File: src/rtl/instr_fetch_ctrl_pkg.sv
// Shared constants for the instruction fetch sequencer: FSM encodings and
// the IR half-load control values.
package instr_fetch_ctrl_pkg;

  localparam logic [1:0] S_IDLE  = 2'd0;
  localparam logic [1:0] S_LO    = 2'd1;
  localparam logic [1:0] S_HI    = 2'd2;
  localparam logic [1:0] S_ISSUE = 2'd3;

  localparam logic [1:0] FUNSEL_LOAD = 2'b01;

  localparam logic HALF_LO = 1'b0;
  localparam logic HALF_HI = 1'b1;

endpackage

File: src/rtl/instr_fetch_ctrl_pc_counter.sv
// Program counter: load / advance-by-two / hold, with pc and pc+1 taps
// for the two byte fetches of a 16-bit instruction.
module pc_counter #(
  parameter int unsigned         ADDR_W   = 16,
  parameter logic [ADDR_W-1:0]   RESET_PC = '0
) (
  input  logic              clk,
  input  logic              rst_n,
  input  logic              i_load,
  input  logic              i_inc2,
  input  logic [ADDR_W-1:0] i_pc_in,
  output logic [ADDR_W-1:0] o_pc,
  output logic [ADDR_W-1:0] o_pc_plus1
);

  logic [ADDR_W-1:0] r_pc;

  // Load outranks the increment so a redirect never also advances.
  always_ff @(posedge clk or negedge rst_n) begin
    if (!rst_n) begin
      r_pc <= RESET_PC;
    end else if (i_load) begin
      r_pc <= i_pc_in;
    end else if (i_inc2) begin
      r_pc <= r_pc + ADDR_W'(2);
    end
  end

  assign o_pc       = r_pc;
  assign o_pc_plus1 = r_pc + ADDR_W'(1);

endmodule

File: src/rtl/instr_fetch_ctrl.sv
// Fetch sequencer: reads a 16-bit instruction as two bytes (PC, PC+1),
// steers them into the IR halves and offers the result to decode.
module instr_fetch_ctrl
  import instr_fetch_ctrl_pkg::*;
#(
  parameter int unsigned       ADDR_W   = 16,
  parameter logic [ADDR_W-1:0] RESET_PC = '0
) (
  input  logic              clk,
  input  logic              rst_n,
  output logic              mem_req,
  output logic [ADDR_W-1:0] mem_addr,
  input  logic              mem_ack,
  input  logic [7:0]        mem_rdata,
  output logic [7:0]        ir_i_half,
  output logic [1:0]        ir_funsel,
  output logic              ir_e,
  output logic              ir_l_h,
  output logic              instr_valid,
  input  logic              instr_ready,
  input  logic              pc_load,
  input  logic [ADDR_W-1:0] pc_in,
  output logic [ADDR_W-1:0] pc_out
);

  logic [1:0]        r_state;
  logic [1:0]        w_state_next;
  logic [ADDR_W-1:0] w_pc;
  logic [ADDR_W-1:0] w_pc_plus1;
  logic              w_fetching;
  logic              w_inc2;

  pc_counter #(
    .ADDR_W  (ADDR_W),
    .RESET_PC(RESET_PC)
  ) u_pc_counter (
    .clk       (clk),
    .rst_n     (rst_n),
    .i_load    (pc_load),
    .i_inc2    (w_inc2),
    .i_pc_in   (pc_in),
    .o_pc      (w_pc),
    .o_pc_plus1(w_pc_plus1)
  );

  assign w_fetching = (r_state == S_LO) || (r_state == S_HI);
  assign w_inc2     = (r_state == S_ISSUE) && instr_ready && !pc_load;

  always_comb begin
    w_state_next = r_state;
    if (pc_load) begin
      w_state_next = S_LO;
    end else begin
      case (r_state)
        S_IDLE:  w_state_next = S_LO;
        S_LO:    if (mem_ack) w_state_next = S_HI;
        S_HI:    if (mem_ack) w_state_next = S_ISSUE;
        S_ISSUE: if (instr_ready) w_state_next = S_LO;
        default: w_state_next = S_IDLE;
      endcase
    end
  end

  always_ff @(posedge clk or negedge rst_n) begin
    if (!rst_n) begin
      r_state <= S_IDLE;
    end else begin
      r_state <= w_state_next;
    end
  end

  // A redirect in the same cycle as an ack throws that byte away.
  assign mem_req     = w_fetching;
  assign mem_addr    = (r_state == S_HI) ? w_pc_plus1 : w_pc;
  assign ir_i_half   = mem_rdata;
  assign ir_funsel   = FUNSEL_LOAD;
  assign ir_e        = w_fetching && mem_ack && !pc_load;
  assign ir_l_h      = (r_state == S_HI) ? HALF_HI : HALF_LO;
  assign instr_valid = (r_state == S_ISSUE);
  assign pc_out      = w_pc;

endmodule

File: config.mk
export PLATFORM = sky130hd
export DESIGN_NAME = instr_fetch_ctrl
export DESIGN_NICKNAME = d
export VERILOG_FILES = /design/src/rtl/instr_fetch_ctrl_pkg.sv /design/src/rtl/instr_fetch_ctrl_pc_counter.sv /design/src/rtl/instr_fetch_ctrl.sv
export SDC_FILE = /design/constraint.sdc
export NUM_CORES = 1
export LEC_CHECK = 0
export CAP_MARGIN = 15
export CORE_MARGIN = 3
export CORE_UTILIZATION = 45
export CTS_CLUSTER_DIAMETER = 150
export DETAILED_ROUTE_END_ITERATION = 12
export PLACE_DENSITY_LB_ADDON = 0.25
export SLEW_MARGIN = 15
export SYNTH_ARGS = -nofsm -noshare
export SYNTH_HDL_FRONTEND = slang
export SYNTH_HIERARCHICAL = 1
export SYNTH_SLANG_ARGS = --single-unit
export TNS_END_PERCENT = 30
File: constraint.sdc
create_clock -name clk -period 4.55 [get_ports clk]
set_input_delay 0.91 -clock clk [delete_from_list [all_inputs] [get_ports clk]]
set_output_delay 0.91 -clock clk [all_outputs]
set_load 0.005 [all_outputs]
==> impl_metrics.env <==
export IMPL_grt_use_total_pct=19.0
export IMPL_gr_usage_met1_pct=23.7
export IMPL_path_max_fanout=9
export IMPL_power_density_nw_per_um2=309
export IMPL_final_hold_viol_count=0
export IMPL_seq_area_um2=450
export IMPL_num_rows=21
export IMPL_endpoint_kind="primary output"
export IMPL_fin_util_pct=63.0
export IMPL_synth_distinct_cells=35
export IMPL_fmax_mhz=278
export IMPL_arrival_ps=2690
export IMPL_antenna_found_initial=0
export IMPL_overflow=0
export IMPL_placedInstanceArea_um2=2110
export IMPL_drt_wl_total_um=3970
export IMPL_synth_seq_area_share_pct=27.5
export IMPL_design_die_area_um2=4410
export IMPL_via_per_inst=5.19
export IMPL_timing_hold_ws_ps=643
export IMPL_root_buffer="clkbuf_4"
export IMPL_switchingPower_mw=0.226
export IMPL_pwr_share_comb_pct=49.9
export IMPL_initial_utilization_pct=48.0
export IMPL_area_delta_synth_final_pct=31.1
export IMPL_drive_above_1_share_pct=14.3
export IMPL_relSlewSlack_pct=36.2
export IMPL_multi_input_area_um2=1020
export IMPL_worst_setup_path_type="flop to primary output"
export IMPL_use_met3_pct=2.89
export IMPL_r2r_slack_ps=2290
export IMPL_clkTransAtPathRegs_ps=110
export IMPL_grt_pass1_vias=1364
export IMPL_netlist_area_um2=1640
export IMPL_ctsHoldBuffers=0
export IMPL_ys_dominant_reg_cell="dfrtp_1"
export IMPL_finalSetupViolCount=0
export IMPL_die_x_um=66.4
export IMPL_cellLeakagePower_nw=0.823
export IMPL_vdd_drop_max_v=0.000263
export IMPL_synth_cells=184
export IMPL_finalMaxSlewViolations=0
export IMPL_cts_tree="done"
export IMPL_rsz0062_at_grt="no"
export IMPL_clock_sinks=18
export IMPL_clkPwrFrac_pct=15.8
export IMPL_fillCellCount=306
export IMPL_layout_common_cells="clkdlybuf4s50_1 (56), nand2_1 (22), dfrtp_1 (18), mux2_2 (16), xnor2_1 (16)"
export IMPL_fin_tns_setup_ps=0
export IMPL_tightest_slew_ps=958
export IMPL_drt_iter0_markers=67
export IMPL_p_int_mw=0.438
export IMPL_fin_crit_sh_pct=79.1
export IMPL_clock_skew_ps=7.38
export IMPL_post_cts_buffers=0
export IMPL_ant_nets=0
export IMPL_remaining_drc_errors=0
export IMPL_io_pins=75
export IMPL_crit_path_start_kind="flop"
export IMPL_wl_per_cell_um=14.8
export IMPL_synthArstFlopShare_pct=100
export IMPL_layout_commonest_cell="clkdlybuf4s50_1"
export IMPL_sw_frac_of_total_pct=34.0
export IMPL_via_count=1396
export IMPL_num_nets_final=259
export IMPL_htreeDepth=1
export IMPL_grt_max_degree=39
export IMPL_post_place_ws_ps=1280
export IMPL_ys_ff_latch=18
export IMPL_syn_area_per_cell_um2=8.91
export IMPL_status="completed"
export IMPL_place_port_buffers=56
export IMPL_postSynthNetCount=219
export IMPL_cts_buffers=3
export IMPL_required_ps=3640
export IMPL_dp_hpwl_um=2940
export IMPL_core_area_um2=3420
export IMPL_cts_resized_gates=0
export IMPL_top_usage_layer="met2"
export IMPL_period_needed_ps=3600
export IMPL_antennaDiodeCount=0
export IMPL_clock_path_buffers=2
export IMPL_fin_area_um2=2150
export IMPL_routabilityCongestion=0.852
export IMPL_clk_latency_ps=310
export IMPL_ys_warnings_count=6
export IMPL_hp_class="flop to flop"
export IMPL_pwr_share_seq_pct=34.4
export IMPL_synth_edf_count=0
export IMPL_maxCapViolCount=0
export IMPL_worst_slack_ps=950
export IMPL_grt_pass1_wl_um=6390
export IMPL_grt_util_met2_pct=32.5
export IMPL_fp_dieH_um=66.4
export IMPL_dr_pass1_iters=4
==> cell families after synthesis <==
kind of cell	synth area share [%]
AO/OA/AOI/OAI	6.25
XOR/XNOR	15.0
adder cells (fa/ha/maj)	4.58
buffers and inverters	10.6
flip-flops	27.5
multiplexers	13.1
other	0.458
AND/OR/NAND/NOR	22.6
==> metrics by stage <==
step	total power, mW	cells
6_report	0.664	269
5_1_grt	0.710	269
4_1_cts	0.670	269
3_5_place_dp	0.562	265
3_3_place_gp	0.553	265
2_1_floorplan	0.409	184
==> state kept, by name (all words and copies together), names as in the netlist <==
name,flops
u_pc_counter/o_pc,16
r_state,2
==> power by group through the flow <==
stage | combinational (mW) | sequential (mW) | clock [mW]
floorplan | 0.194 | 0.215 | 0
global placement | 0.325 | 0.228 | 0
detailed placement | 0.330 | 0.232 | 0
CTS | 0.335 | 0.228 | 0.107
global route | 0.363 | 0.234 | 0.113
finish | 0.331 | 0.228 | 0.105
==> layout make-up <==
class / count / area share (%)
Inverter: 6 / 1.05
Tap cell: 46 / 2.68
Multi-Input combinational cell: 138 / 47.2
Sequential cell: 18 / 20.9
Timing Repair Buffer: 57 / 26.4
Clock buffer: 4 / 1.69
==> cells in the mapped netlist, types with 3 or more instances <==
library cell  count  area share (%)
buf_2             4             1.2
buf_4            11             5.0
buf_6             3             2.1
clkbuf_1          4            0.92
dfrtp_1          18              27
ha_1              6             4.6
inv_1             6             1.4
mux2_2           16              11
nand2_1          22             5.0
nand4_1           6             2.3
nor2_1           10             2.3
nor3_1            5             1.5
nor4_1            3             1.1
o21ai_0           8             2.4
o21ai_1           8             2.4
xnor2_1          16             8.5
xor2_1           12             6.4
==> worst max-delay path, cell delays in order (launching register included) <==
cell             delay [ps]
dfrtp_1                 530
ha_1                    310
nand2_1                 110
or2_1                   350
nor3_2                  250
xor2_1                  170
mux2_2                  160
clkdlybuf4s50_1         500
==> path summary, 6_finish.rpt <==
check                                        end                  from  depth (start not counted)
max reg2reg                u_pc_counter/o_pc[12]            r_state[0]                          7
min in group asynchronous   u_pc_counter/o_pc[0]                 rst_n                          1
max                                 mem_addr[15]  u_pc_counter/o_pc[2]                          7
min reg2reg                 u_pc_counter/o_pc[0]  u_pc_counter/o_pc[0]                          2
max in group asynchronous  u_pc_counter/o_pc[15]                 rst_n                          1
min                         u_pc_counter/o_pc[0]  u_pc_counter/o_pc[0]                          2
==> routing by layer <==
metal  vias to the layer above  wire [um]
li1                        685          -
met1                       662       1730
met2                        39       1960
met3                        10        213
met4                         0         62
met5                         -          0
No activity file was read; power rests on OpenSTA's default activity.
